==> src/rtl/seg_scan_pkg.sv <==
// Shared types and constants for the multiplexed seven-segment scan controller.
package seg_scan_pkg;

    typedef enum logic [1:0] {
        IDLE  = 2'd0,
        BLANK = 2'd1,
        SHOW  = 2'd2
    } scan_state_e;

    localparam int SEG_W            = 8;
    localparam int PWM_W            = 4;
    localparam int SEL_W            = 4;
    localparam int DEF_BLANK_CYCLES = 4;
    localparam int DEF_PRESCALE_W   = 20;

endpackage

==> src/rtl/seg_scan_ctrl_if.sv <==
// Control/data bundle between the segment producers, the scan controller and the pads.
interface seg_scan_ctrl_if #(
    parameter int NUM_DIGITS = 4
);
    import seg_scan_pkg::*;

    localparam int IDX_W = $clog2(NUM_DIGITS);

    logic                         enable;
    logic [SEL_W-1:0]             tick_sel;
    logic [PWM_W-1:0]             bright;
    logic [SEG_W*NUM_DIGITS-1:0]  digit_seg;
    logic [SEG_W-1:0]             seg_out;
    logic [NUM_DIGITS-1:0]        dig_en;
    logic                         frame_start;
    logic [IDX_W-1:0]             cur_digit;

    modport master (
        output enable, tick_sel, bright, digit_seg,
        input  seg_out, dig_en, frame_start, cur_digit
    );

    modport slave (
        input  enable, tick_sel, bright, digit_seg,
        output seg_out, dig_en, frame_start, cur_digit
    );

endinterface

==> src/rtl/seg_scan_tick.sv <==
// Free-running prescaler with a selectable tap and a two-flop rising-edge detector
// producing the single-cycle scan tick.
module seg_scan_tick
    import seg_scan_pkg::*;
#(
    parameter int PRESCALE_W = DEF_PRESCALE_W
) (
    input  logic             clk,
    input  logic             rst,
    input  logic [SEL_W-1:0] tick_sel_i,
    output logic             tick_o
);

    logic [PRESCALE_W-1:0]   presc_q;
    logic [(1<<SEL_W)-1:0]   tap_bits;
    logic                    sync1_q;
    logic                    sync2_q;

    // tap_bits[n] is prescaler bit PRESCALE_W-1-n; taps below bit 0 read as 0
    genvar gi;
    generate
        for (gi = 0; gi < (1 << SEL_W); gi++) begin : g_tap
            if (PRESCALE_W - 1 - gi >= 0) begin : g_real
                assign tap_bits[gi] = presc_q[PRESCALE_W-1-gi];
            end else begin : g_none
                assign tap_bits[gi] = 1'b0;
            end
        end
    endgenerate

    always_ff @(posedge clk or posedge rst) begin
        if (rst) begin
            presc_q <= '0;
            sync1_q <= 1'b0;
            sync2_q <= 1'b0;
        end else begin
            presc_q <= presc_q + 1'b1;
            sync1_q <= tap_bits[tick_sel_i];
            sync2_q <= sync1_q;
        end
    end

    assign tick_o = sync1_q & ~sync2_q;

endmodule

==> src/rtl/seg_scan_ctrl.sv <==
// Digit scan controller: IDLE/BLANK/SHOW sequencing, 4-bit PWM dimming, registered pad outputs.
// Define SEG_SCAN_ACTIVE_LOW_EN for inverted (common-anode / PNP) seg_out and dig_en.
module seg_scan_ctrl
    import seg_scan_pkg::*;
#(
    parameter int NUM_DIGITS   = 4,
    parameter int BLANK_CYCLES = DEF_BLANK_CYCLES,
    parameter int PRESCALE_W   = DEF_PRESCALE_W
) (
    input  logic          clk,
    input  logic          rst,
    seg_scan_ctrl_if.slave bus
);

    localparam int IDX_W = $clog2(NUM_DIGITS);
    localparam int BC_W  = (BLANK_CYCLES > 1) ? $clog2(BLANK_CYCLES) : 1;
    localparam logic [BC_W-1:0]  BLANK_LAST = BC_W'(BLANK_CYCLES - 1);
    localparam logic [IDX_W-1:0] LAST_IDX   = IDX_W'(NUM_DIGITS - 1);

`ifdef SEG_SCAN_ACTIVE_LOW_EN
    localparam logic OUT_INV = 1'b1;
`else
    localparam logic OUT_INV = 1'b0;
`endif

    scan_state_e           state_q, state_d;
    logic [IDX_W-1:0]      idx_q, idx_d;
    logic [IDX_W-1:0]      cur_q, cur_d;
    logic [BC_W-1:0]       blank_cnt_q, blank_cnt_d;
    logic [PWM_W-1:0]      pwm_q, pwm_d;
    logic [SEG_W-1:0]      lat_q, lat_d;
    logic [SEG_W-1:0]      seg_q, seg_d;
    logic [NUM_DIGITS-1:0] dig_q, dig_d;
    logic                  frame_q, frame_d;
    logic [NUM_DIGITS-1:0] onehot_d;
    logic [SEG_W-1:0]      seg_bytes [NUM_DIGITS];
    logic                  tick;
    logic                  show_on;

    seg_scan_tick #(
        .PRESCALE_W (PRESCALE_W)
    ) u_tick (
        .clk        (clk),
        .rst        (rst),
        .tick_sel_i (bus.tick_sel),
        .tick_o     (tick)
    );

    genvar gi;
    generate
        for (gi = 0; gi < NUM_DIGITS; gi++) begin : g_dig
            assign seg_bytes[gi] = bus.digit_seg[SEG_W*gi +: SEG_W];
            assign onehot_d[gi]  = (idx_d == IDX_W'(gi));
        end
    endgenerate

    always_ff @(posedge clk or posedge rst) begin
        if (rst) begin
            state_q     <= IDLE;
            idx_q       <= '0;
            cur_q       <= '0;
            blank_cnt_q <= '0;
            pwm_q       <= '0;
            lat_q       <= '0;
            seg_q       <= {SEG_W{OUT_INV}};
            dig_q       <= {NUM_DIGITS{OUT_INV}};
            frame_q     <= 1'b0;
        end else begin
            state_q     <= state_d;
            idx_q       <= idx_d;
            cur_q       <= cur_d;
            blank_cnt_q <= blank_cnt_d;
            pwm_q       <= pwm_d;
            lat_q       <= lat_d;
            seg_q       <= seg_d ^ {SEG_W{OUT_INV}};
            dig_q       <= dig_d ^ {NUM_DIGITS{OUT_INV}};
            frame_q     <= frame_d;
        end
    end

    // The byte for the next digit is captured on BLANK entry so producers can never tear a digit.
    always_comb begin
        state_d     = state_q;
        idx_d       = idx_q;
        cur_d       = cur_q;
        blank_cnt_d = blank_cnt_q;
        pwm_d       = pwm_q;
        lat_d       = lat_q;
        if (!bus.enable) begin
            state_d     = IDLE;
            idx_d       = '0;
            cur_d       = '0;
            blank_cnt_d = '0;
            pwm_d       = '0;
        end else begin
            case (state_q)
                IDLE: begin
                    state_d     = BLANK;
                    idx_d       = '0;
                    blank_cnt_d = '0;
                    lat_d       = seg_bytes[0];
                end
                BLANK: begin
                    if (blank_cnt_q == BLANK_LAST) begin
                        state_d = SHOW;
                        pwm_d   = '0;
                        cur_d   = idx_q;
                    end else begin
                        blank_cnt_d = blank_cnt_q + 1'b1;
                    end
                end
                SHOW: begin
                    pwm_d = pwm_q + 1'b1;
                    if (tick) begin
                        state_d     = BLANK;
                        idx_d       = (idx_q == LAST_IDX) ? '0 : idx_q + 1'b1;
                        blank_cnt_d = '0;
                        lat_d       = seg_bytes[idx_d];
                    end
                end
                default: state_d = IDLE;
            endcase
        end
    end

    // Pad values are derived from the next state so they switch on the same edge as the FSM.
    always_comb begin
        show_on = (state_d == SHOW) && (pwm_d < bus.bright);
        seg_d   = show_on ? lat_d : '0;
        dig_d   = show_on ? onehot_d : '0;
        frame_d = (state_d == SHOW) && (state_q == BLANK) && (idx_d == '0);
    end

    assign bus.seg_out     = seg_q;
    assign bus.dig_en      = dig_q;
    assign bus.frame_start = frame_q;
    assign bus.cur_digit   = cur_q;

endmodule

==> src/flat_wrapper.sv <==
// flat-port wrapper written by rule: the top's interface ports become plain ports
module seg_scan_ctrl_flat import seg_scan_pkg::*;
#(
    parameter int NUM_DIGITS   = 4,
    parameter int BLANK_CYCLES = DEF_BLANK_CYCLES,
    parameter int PRESCALE_W   = DEF_PRESCALE_W
)
  (clk, rst, bus_enable, bus_tick_sel, bus_bright, bus_digit_seg, bus_seg_out, bus_dig_en, bus_frame_start, bus_cur_digit);
  seg_scan_ctrl_if #(.NUM_DIGITS(NUM_DIGITS)) bus_i ();
  input  logic clk;
  input  logic rst;
  input wire logic [$bits(bus_i.enable)-1:0] bus_enable;
  input wire logic [$bits(bus_i.tick_sel)-1:0] bus_tick_sel;
  input wire logic [$bits(bus_i.bright)-1:0] bus_bright;
  input wire logic [$bits(bus_i.digit_seg)-1:0] bus_digit_seg;
  output wire logic [$bits(bus_i.seg_out)-1:0] bus_seg_out;
  output wire logic [$bits(bus_i.dig_en)-1:0] bus_dig_en;
  output wire logic [$bits(bus_i.frame_start)-1:0] bus_frame_start;
  output wire logic [$bits(bus_i.cur_digit)-1:0] bus_cur_digit;
  assign bus_i.enable = bus_enable;
  assign bus_i.tick_sel = bus_tick_sel;
  assign bus_i.bright = bus_bright;
  assign bus_i.digit_seg = bus_digit_seg;
  assign bus_seg_out = bus_i.seg_out;
  assign bus_dig_en = bus_i.dig_en;
  assign bus_frame_start = bus_i.frame_start;
  assign bus_cur_digit = bus_i.cur_digit;
  seg_scan_ctrl #(.NUM_DIGITS(NUM_DIGITS), .BLANK_CYCLES(BLANK_CYCLES), .PRESCALE_W(PRESCALE_W)) u_core (.clk(clk), .rst(rst), .bus(bus_i));
endmodule
==> config.mk <==
export PLATFORM = sky130hd
export DESIGN_NAME = seg_scan_ctrl_flat
export DESIGN_NICKNAME = d
export VERILOG_FILES = /design/src/rtl/seg_scan_pkg.sv /design/src/rtl/seg_scan_ctrl_if.sv /design/src/rtl/seg_scan_tick.sv /design/src/rtl/seg_scan_ctrl.sv /design/src/flat_wrapper.sv
export SDC_FILE = /design/constraint.sdc
export NUM_CORES = 1
export LEC_CHECK = 0
export BUFFER_PORTS_ARGS = -buffer_cell sky130_fd_sc_hd__buf_2
export CORE_ASPECT_RATIO = 1.2
export CORE_MARGIN = 2
export CORE_UTILIZATION = 25
export DETAILED_ROUTE_END_ITERATION = 10
export PLACE_DENSITY = 0.52
export SYNTH_ARGS = -nofsm -noshare
export SYNTH_HDL_FRONTEND = slang
export SYNTH_SLANG_ARGS = --single-unit
==> constraint.sdc <==
create_clock -name clk -period 3.6 [get_ports clk]
set_clock_uncertainty 0.15 [all_clocks]
set_input_delay 0 -clock clk [delete_from_list [all_inputs] [get_ports clk]]
set_output_delay 0 -clock clk [all_outputs]
set_load 0.01 [all_outputs]
== Word level (Yosys, flattened, before mapping) ==
Index checks and enable logic that the tools add are counted.
Widths: inputs -> output; s select.

* Output and inout port bits: 15
* Input bits: 43
* Register bits: 55

* Reduce and logical (&&, ||, !) cells: 7
* Add/subtract/negate cells: 4
* Equality and inequality tests: 13
* Bitwise operators: 3
* Mux-type cells: 28
* Order comparisons: 3

{| class="wikitable"
|+ Operators with widths
! cell !! number
|-
| $mux 8 || 5
|-
| $mux 2 || 12
|-
| $add 20x1->20 const B || 1
|-
| $bmux 8 s2 || 1
|-
| $pmux 8 s2 || 1
|-
| $eq 2x2->1 const B || 6
|-
| $mux 4 || 3
|-
| $pmux 2 s3 || 2
|-
| $pmux 4 s2 || 1
|-
| $lt 4x5->1 const B || 1
|-
| $add 2x1->2 const B || 2
|-
| $add 4x1->4 const B || 1
|-
| $bmux 1 s4 || 1
|-
| $eq 2x1->1 const B || 2
|-
| $logic_not 2->1 || 2
|-
| $lt 4x4->1 || 1
|-
| $ne 2x1->1 const B || 2
|-
| $ne 4x1->1 const B || 1
|-
| $pmux 2 s2 || 1
|-
| $ge 3x3->1 const B || 1
|-
| $logic_and 1x1->1 || 3
|-
| $ne 3x2->1 const B || 1
|-
| $ne 3x3->1 const B || 1
|-
| $not 2->3 || 1
|-
| 5 further kinds || 5
|}

== Logic depth before layout (Yosys ltp) ==
Gate-level depths: netlist of run 1.

* Word-level depth: 10
* Depth in mapped cells: 12
* Depth with buffers taken out: 11

== Cells and area by module ==
A second synthesis of run 1 with hierarchy kept.

* Cells, all modules: 237
* Area, all modules: 2810.2 µm²

{| class="wikitable"
|+ By module, submodules not included
! module !! sequential area each (µm²) !! cells an instance !! area each (µm²) !! instances
|-
| seg_scan_ctrl || 825.8 || 156 || 1769.2 || 1
|-
| seg_scan_tick || 550.5 || 81 || 1041.0 || 1
|}

== Worst setup path before layout of run 1 ==
Ideal clock, no wire load.

* Kind: flip-flop to flip-flop
* From: reg u_core.state_q[0]
* To: reg u_core.dig_q[2] (netlist: u_core.bus.dig_en[2])
* Arrival time: 2455 ps
* Stages on the path, launching flop included: 13
* Data required time: 3349 ps
* Buffers on the path: 2
* Setup time: 101 ps
* Setup slack: 894 ps
* Clock period less this slack: 2706 ps
* Cell sequence: dfrtp_1 -> inv_1 -> ha_1 -> clkbuf_1 -> nor2b_1 -> o21ai_0 -> a21oi_1 -> ha_1 -> a21o_1 -> a21oi_1 -> o2111ai_1 -> buf_2 -> nor4_1

* Cells in the longest elaborated chain, start to end: 6
* Elaborated cells on any way between the ends: 16
* Those cells by class: order compare (1); eq/ne (4); mux (9); reduce/logical (2)

{| class="wikitable"
|+ Ends and longest elaborated chain
! what !! line !! text
|-
| from (decl) || seg_scan_ctrl.sv:26 || <nowiki>scan_state_e state_q, state_d;</nowiki>
|-
| from (signal assigned) || seg_scan_ctrl.sv:69 || <nowiki>state_q <= state_d;</nowiki>
|-
| $eq 2x2->1 / $eq 2x1->1 (equally long branches) || seg_scan_ctrl.sv:96 || <nowiki>case (state_q)</nowiki>
|-
| $pmux 4 s2 (*) || seg_scan_ctrl.sv:96 ||
|-
| $mux 4 (*) || seg_scan_ctrl.sv:89 || <nowiki>if (!bus.enable) begin</nowiki>
|-
| net u_core.pwm_d[2] || seg_scan_ctrl.sv:30 || <nowiki>logic [PWM_W-1:0] pwm_q, pwm_d;</nowiki>
|-
| $lt 4x4->1 (*) || seg_scan_ctrl.sv:128 || <nowiki>show_on = (state_d == SHOW) && (pwm_d < bus.bright);</nowiki>
|-
| $logic_and 1x1->1 (*) || seg_scan_ctrl.sv:128 ||
|-
| $mux 4 (*) || seg_scan_ctrl.sv:130 || <nowiki>dig_d = show_on ? onehot_d : '0;</nowiki>
|-
| net u_core.dig_d[2] || seg_scan_ctrl.sv:33 || <nowiki>logic [NUM_DIGITS-1:0] dig_q, dig_d;</nowiki>
|-
| to (signal assigned) || seg_scan_ctrl.sv:66 || <nowiki>dig_q <= {NUM_DIGITS{OUT_INV}};</nowiki>
|-
| to (signal assigned) || seg_scan_ctrl.sv:76 || <nowiki>dig_q <= dig_d ^ {NUM_DIGITS{OUT_INV}};</nowiki>
|-
| to (decl) || seg_scan_ctrl.sv:33 ||
|}

The timed path passes the listed nets; every way through them passes the cells marked *.
A chain may end at the register's enable or synchronous reset.

== Worst setup path in the final report of run 1 ==
* From: reg u_core.state_q[1]
* To: reg u_core.dig_q[3] (netlist: u_core.bus.dig_en[3])

The elaborated chain is that of the path after synthesis.

==> results of run 1 <==
[metrics by stage]
| stage | util | std cells | cell area (um2) | total power, W | setup slack (ps) |
|---|---|---|---|---|---|
| global route | 0.3259 | 466 | 3631 | 0.001457 | 383.7 |
| finish | 0.3259 | 466 | 3631 | 0.001384 | 663.5 |
| floorplan | - | 242 | 2883 | 0.0007740 | 894.2 |
| CTS | 0.3259 | 466 | 3631 | 0.001404 | 643.4 |
| detailed placement | 0.2996 | 446 | 3338 | 0.0008260 | 639.3 |
| global placement | 0.2996 | 446 | 3338 | 0.0008246 | 748.9 |
[cells in the mapped netlist (4+ instances only)]
cell      instances
and2_1            6
o21ai_0           6
inv_1             9
ha_1             11
nand4_1           4
mux4_2           13
xnor2_1          13
nand2_1          13
nor2_1           12
xor2_1            5
a22o_1            9
dfrtp_1          55
a221o_1           8
nand3_1          15
a21oi_1          11
nor3b_2           8
nand2b_1          5
[metal layers]
layer | vias up | global-route usage | wire, um
met5 | - | 0 | 0
met4 | 0 | 0.02833 | 65
met3 | 6 | 0.02008 | 283
met2 | 52 | 0.1900 | 3254
met1 | 1066 | 0.1425 | 2951
li1 | 1043 | - | -
[cell type report]
class                   count  area share
inverters                   9    0.009304
repair buffers             71      0.1158
well taps                 154     0.05307
clock inverters             3     0.01309
flip-flops and latches     55      0.3790
multi-input cells         169      0.3952
clock buffers               5     0.03446
[where the power goes]
part	internal [W]	switching [W]	leakage, nW
sequential	0.000642	0.0000149	0.735
clock	0.000332	0.000229	0.0844
combinational	0.0000866	0.0000793	0.823
[what timing repair did]
action / CTS / global route
endpoints found under the hold margin: 52 / 0
hold buffers: 12 / 0
buffers inserted: 0 / 0
[flip-flops by register name, indices dropped and copies added (netlist names)]
signal,flops
u_core.blank_cnt_q,2
u_core.bus.cur_digit,2
u_core.bus.dig_en,4
u_core.bus.frame_start,1
u_core.bus.seg_out,8
u_core.idx_q,2
u_core.lat_q,8
u_core.pwm_q,4
u_core.state_q,2
u_core.u_tick.presc_q,20
u_core.u_tick.sync1_q,1
u_core.u_tick.sync2_q,1
[final timing paths]
path                            cells past startpoint                    end  slack [ps]
worst max-delay path                               12   u_core.bus.dig_en[3]         660
worst min-delay path                                3        u_core.lat_q[2]          30
worst max register to register                     12   u_core.bus.dig_en[3]         660
worst min register to register                      0  u_core.u_tick.sync2_q         300
max in group asynchronous                           4        u_core.pwm_q[3]        2280
min in group asynchronous                           3        u_core.lat_q[3]         300
[critical path, stage by stage (launching register included)]
cell and delay, ps:
dfrtp_1 400, inv_1 120, ha_1 350, nand2b_1 140, nand2_1 140, o21ai_0 110, a21oi_1 190, ha_1 290
a21o_1 180, a21oi_1 190, o2111ai_1 130, buf_4 210, nor4b_1 250
[kinds of logic (layout without fill, tap and decap cells)]
kind of cell             Yosys count  in the layout  synth area share
XOR/XNOR                          18             18           0.05469
AND/OR/NAND/NOR                   82             82            0.1775
AO/OA/AOI/OAI                     45             45            0.1163
flip-flops                        55             55            0.4774
buffers and inverters             18             88           0.02474
adder cells (fa/ha/maj)           11             11           0.04774
multiplexers                      13             13            0.1016
==> qor.csv, run 1 <==
metric,value,unit
status,"complete, no violations",
die-area,12410,um2
worstPathArrival,2980,ps
dr.pass1.iters,4,
relSlewSlack,0.4069,
cts_sinks,55,
fmax,340.5,MHz
antennaDiodeCount,0,
finalWirelength,6553,um
cp.required,3640,ps
n_fill_cell,1147,
synth-seq-cells,55,
cts-resized-gates,0,
clk_latency,290,ps
seq_area,1376,um2
mostFrequentLayoutCells,"57 x buf_2, 55 x dfrtp_1, 15 x nand3_1",
critPathLaunch,u_core.state_q[1],
rsz0062_at_grt,false,
die_h,121.6,um
cellLeakagePower,1.643,nW
async_reset_ff_frac,1.000,
io_pins,58,
hold_ws,33.32,ps
drtIter0Drc,31,
port_buffers,57,
setup_viol_count_final,0,
syn_inst,242,
drc,0,
r2r-start,u_core.state_q[1],
route.vias.total,2167,
synthTopCellsByArea,"dfrtp_1 48%, mux4_2 10%, ha_1 4.8%",
setup_tns,0,ps
final.min_clock_period,2937,ps
yosys.area.top_type,dfrtp_1,
yosys_warnings,0,
initial_utilization,0.2588,
rows,42,
routedWlPerCell,14.06,um
grt_util_all_layers,0.1104,
ir_worst_vdd,0.0001893,V
grt_pass1_wl,11010,um
globalplace.congestion,0.7481,
path_clk_slew,80,ps
clock_path_buffers,2,
vias_per_cell,4.650,
layout.nets,365,
core_area,11140,um2
gr-total-overflow,0,
final_common_cell,buf_2,
drive_gt1_frac,0.3013,
multiInputGateArea,1435,um2
p_per_area,381.2,nW/um2
grt_pass1_vias,2271,
die_w,102.0,um
hold_viol_final,0,
hold_class,in2reg,
maxCapViolCount,0,
period_share,0.8157,
end_kind,flip-flop,
yosysUniqueCellTypes,44,
path_class,reg2reg,
worst_setup_path_start_kind,flip-flop,
syn2layout_area_growth,25.95,%
syn_avg_cell_area,11.91,um2
worst_slew_pin_slew,888.3,ps
yosys.area.top_type_share,0.4774,
syn_nets,296,
antenna_found_initial,0,
hpwlAfterDp,4723,um
critPathMaxFanout,11,
htreeDepth,2,
syn_area,2883,um2
cts_tree,done,
cts_root_buf,clkbuf_16,
ys_seq_area_frac,0.4774,
numCtsBuffers,5,
grt_max_degree,43,
synth_flop_cell,dfrtp_1,
synth-edff-count,0,
postRouteAntennaNets,0,
min_from,bus_digit_seg[26],
drv_slew,0,
No activity file was read; power rests on OpenSTA's default activity.
==> run 2, diff against run 1 <==
clock period = 3.05 ns   (was 3.6 ns; I/O delays follow)
==> qor.csv, run 2 (synthesis results as in run 1) <==
metric,value,unit
status,"complete, no violations",
post_cts_buffers,0,
postRouteAntennaNets,0,
grt_max_degree,30,
final.min_clock_period,2790,ps
cts_sinks,55,
pre_cts_ws,272.3,ps
layout.nets,369,
antenna_found_initial,0,
dr.pass1.iters,5,
slowest_delay,390,ps
grt_util_all_layers,0.1139,
p_per_area,426.1,nW/um2
die_h,121.6,um
n_fill_cell,1159,
finalNonFillerCells,470,
cellLeakagePower,1.653,nW
numCtsBuffers,5,
slowest_stage,dfrtp_1,
core_area,11140,um2
io_pins,58,
worst_slack,260.3,ps
final_cell_area,3642,um2
antennaDiodeCount,0,
drive_gt1_frac,0.3133,
routedWlPerCell,14.18,um
setup_tns,0,ps
dp_cells,450,
maxCapViolCount,0,
die-area,12410,um2
vias_per_cell,4.649,
largest_reg_flops,20,
syn2layout_area_growth,26.35,%
intPower,0.001171,W
clk_latency,290,ps
largest-register,u_core.u_tick.presc_q,
die_w,102.0,um
route.vias.total,2185,
hpwlAfterDp,4872,um
grt_pass1_vias,2364,
place_area,3368,um2
hold_ws,42.21,ps
cts_root_buf,clkbuf_16,
worstPathArrival,2850,ps
cts_tree,done,
final_common_cell,buf_2,
fmax,358.5,MHz
globalplace.congestion,0.7705,
htreeDepth,2,
drv_slew,0,
setup_viol_count_final,0,
path_cells,inv_1 -> ha_1 -> nand2_1 -> o21ai_0 -> a21oi_1 -> ha_1 -> a21o_1 -> a21oi_1 -> o2111ai_2 -> buf_4 -> nor3b_2,
p_clk_frac,0.371,
end_kind,flip-flop,
clock_path_buffers,2,
crit_buf_inv,2,
drtIter0Drc,71,
finalWirelength,6665,um
relSlewSlack,0.5783,
rsz0062_at_grt,false,
seq_power_share,0.500,
initial_utilization,0.2588,
path_clk_slew,80,ps
worst_slew_pin_slew,630.3,ps
combPwrFrac,0.129,
grt_pass1_wl,11240,um
hold_viol_final,0,
power.switching,0.0003811,W
ir_worst_vdd,0.0002192,V
critPathMaxFanout,8,
switching_share,0.2456,
mostFrequentLayoutCells,"57 x buf_2, 55 x dfrtp_1, 15 x nand3_1",
port_buffers,57,
period_share,0.9147,
worst_setup_path_start_kind,flip-flop,
gr-total-overflow,0,
crit_family,compound AO/OA/AOI/OAI gates,
drc,0,
cp.required,3110,ps
path_class,reg2reg,
rows,42,
hold_class,in2reg,
-- run 2: cell types whose count changed in the layout (fill, tap and decap cells not counted) --
cell,delta
bufinv_16,-1
o2111ai_1,-1
clkinv_2,+1
o2111ai_2,+1
buf_4,+4
-- run 2: area by class of cell --
cell class | instances | area [um2] | area share
Multi-Input combinational cell | 169 | 1441 | 0.3957
Sequential cell | 55 | 1376 | 0.3779
Timing Repair Buffer | 75 | 450.4 | 0.1237
Tap cell | 154 | 192.7 | 0.05290
Clock buffer | 5 | 125.1 | 0.03435
Inverter | 9 | 33.78 | 0.009275
Clock inverter | 3 | 22.52 | 0.006183
-- run 2: power groups by stage --
| stage | registers (W) | clock network (W) | logic (W) |
|---|---|---|---|
| global placement | 0.000788 | 0 | 0.000190 |
| detailed placement | 0.000790 | 0 | 0.000190 |
| CTS | 0.000775 | 0.000606 | 0.000203 |
| finish | 0.000776 | 0.000576 | 0.000200 |
| global route | 0.000780 | 0.000636 | 0.000225 |
| floorplan | 0.000786 | 0 | 0.000128 |
-- run 2: final timing paths --
| kind | start | to | slack, ps | cells after the start |
|---|---|---|---|---|
| worst min-delay path | bus_digit_seg[22] | u_core.lat_q[6] | 40 | 3 |
| worst max register to register | u_core.state_q[1] | u_core.bus.seg_out[1] | 260 | 11 |
| max in group asynchronous | rst | u_core.u_tick.presc_q[2] | 1800 | 4 |
| min in group asynchronous | rst | u_core.lat_q[6] | 160 | 3 |
| worst max-delay path | u_core.state_q[1] | u_core.bus.seg_out[1] | 260 | 11 |
| worst min register to register | u_core.u_tick.sync1_q | u_core.u_tick.sync2_q | 300 | 0 |
-- run 2: metal layers --
layer	GRT usage	part of all wire	vias up
li1	-	-	1048
met1	0.1421	0.43	1081
met2	0.2002	0.51	49
met3	0.02123	0.039	7
met4	0.03083	0.015	0
met5	0	0	-
-- run 2: tightest hold or removal path, stage by stage --
cell     delay [ps]
buf_2            70
mux4_2          220
a221o_1         150
-- run 2: repair_timing --
item | CTS | global route
endpoints found under the hold margin | 41 | 0
setup endpoints to repair | 0 | 1
resized for setup | 0 | 1
hold buffers | 12 | 0
-- run 2: stage by stage --
stage | utilization | power, W
floorplan | - | 0.0009136
global placement | 0.3023 | 0.0009781
detailed placement | 0.3023 | 0.0009798
CTS | 0.3264 | 0.001584
global route | 0.3269 | 0.001641
finish | 0.3269 | 0.001552
==> run 3, diff against run 2 <==
RECOVER_POWER = 25   (was default)
==> qor.csv, run 3 (synthesis results as in run 1) <==
metric,value,unit
drc,0,
worstPathArrival,2850,ps
syn2layout_area_growth,25.82,%
final_common_cell,dfrtp_1,
path_clk_slew,80,ps
critPathLaunch,u_core.state_q[1],
postRouteAntennaNets,0,
relSlewSlack,0.3186,
end_kind,flip-flop,
grt_pass1_wl,11240,um
hold_viol_final,0,
largest_reg_flops,20,
path_class,reg2reg,
status,"complete, no violations",
p_total,0.001552,W
r2r-start,u_core.state_q[1],
die_h,121.6,um
die_w,102.0,um
antenna_found_initial,0,
rsz0062_at_grt,false,
routedWlPerCell,14.21,um
multiInputGateArea,1441,um2
drv_slew,0,
setup_tns,0,ps
ir_worst_vdd,0.0002192,V
grt_pass1_vias,2364,
vias_per_cell,4.670,
grt_util_all_layers,0.1139,
antennaDiodeCount,0,
hpwlAfterDp,4872,um
hold_class,in2reg,
finalWirelength,6678,um
worst_slew_pin_slew,1021,ps
seq_area,1376,um2
mostFrequentLayoutCells,"55 x dfrtp_1, 45 x buf_2, 15 x nand3_1",
fmax,359.1,MHz
final_util,0.3256,
cellLeakagePower,1.601,nW
rows,42,
numCtsBuffers,5,
clock_path_buffers,2,
clk_latency,290,ps
cts_sinks,55,
cp.required,3110,ps
port_buffers,57,
maxCapViolCount,0,
initial_utilization,0.2588,
gr-total-overflow,0,
htreeDepth,2,
layout.nets,369,
n_fill_cell,1160,
die-area,12410,um2
regToRegSetupSlack,270,ps
dr.pass1.iters,5,
core_area,11140,um2
drtIter0Drc,65,
grt_max_degree,30,
p_per_area,427.8,nW/um2
final.min_clock_period,2784,ps
cts_root_buf,clkbuf_16,
cts_tree,done,
period_share,0.9129,
io_pins,58,
drive_gt1_frac,0.2722,
setup_viol_count_final,0,
largest-register,u_core.u_tick.presc_q,
min_from,bus_digit_seg[23],
worst_setup_path_start_kind,flip-flop,
globalplace.congestion,0.7705,
critPathMaxFanout,8,
route.vias.total,2195,
[run 3: cell types whose count changed in the layout (fill, tap and decap cells not counted)]
cell,change
inv_2,-1
inv_1,+1
clkbuf_1,+12
buf_2,-12
[run 3: cell type report]
| cell class | count | share of cell area |
|---|---|---|
| sequential | 55 | 0.3794 |
| multi-input combinational | 169 | 0.3974 |
| clock inverter | 3 | 0.006209 |
| timing repair buffer | 75 | 0.1200 |
| inverter | 9 | 0.009314 |
| tap | 154 | 0.05312 |
| clock buffer | 5 | 0.03449 |
[run 3: metal layers]
metal | share of wire | vias to the layer above | GRT usage
li1 | - | 1048 | -
met1 | 0.43 | 1097 | 0.1421
met2 | 0.51 | 43 | 0.2002
met3 | 0.039 | 7 | 0.02123
met4 | 0.015 | 0 | 0.03083
met5 | 0 | - | 0
[run 3: timing repair]
item	CTS	global route
buffers inserted	0	0
endpoints found under the setup margin	0	1
resized for setup	0	1
endpoints found under the hold margin	41	0
hold buffers	12	0
[run 3: worst max-delay path, stage by stage, from the launching register on]
cell,delay [ps]
dfrtp_1,380
inv_1,100
ha_1,360
nand2_1,130
o21ai_0,190
a21oi_1,110
ha_1,300
a21o_1,180
a21oi_1,210
o2111ai_2,180
buf_4,230
nor3b_2,180
[run 3: worst paths after layout]
check,endpoint,cells past startpoint
worst max-delay path,u_core.bus.seg_out[1],11
worst min-delay path,u_core.lat_q[7],3
worst max register to register,u_core.bus.seg_out[1],11
worst min register to register,u_core.u_tick.sync2_q,0
max in group asynchronous,u_core.u_tick.presc_q[2],4
min in group asynchronous,u_core.lat_q[6],3
[run 3: power breakdown]
group / internal (W) / switching, W
clock network: 0.000308 / 0.000268
logic: 0.000105 / 0.0000947
registers: 0.000758 / 0.0000177
total: 0.00117 / 0.000381
[run 3: stage by stage]
step	cell area, um2	setup slack [ps]	hold slack [ps]	std cells
floorplan	2883	344.2	-24.11	242
global placement	3368	368.1	-53.28	450
detailed placement	3368	272.3	-54.23	450
CTS	3636	263.8	33.40	470
global route	3627	32.08	37.21	470
finish	3627	265.6	33.08	470
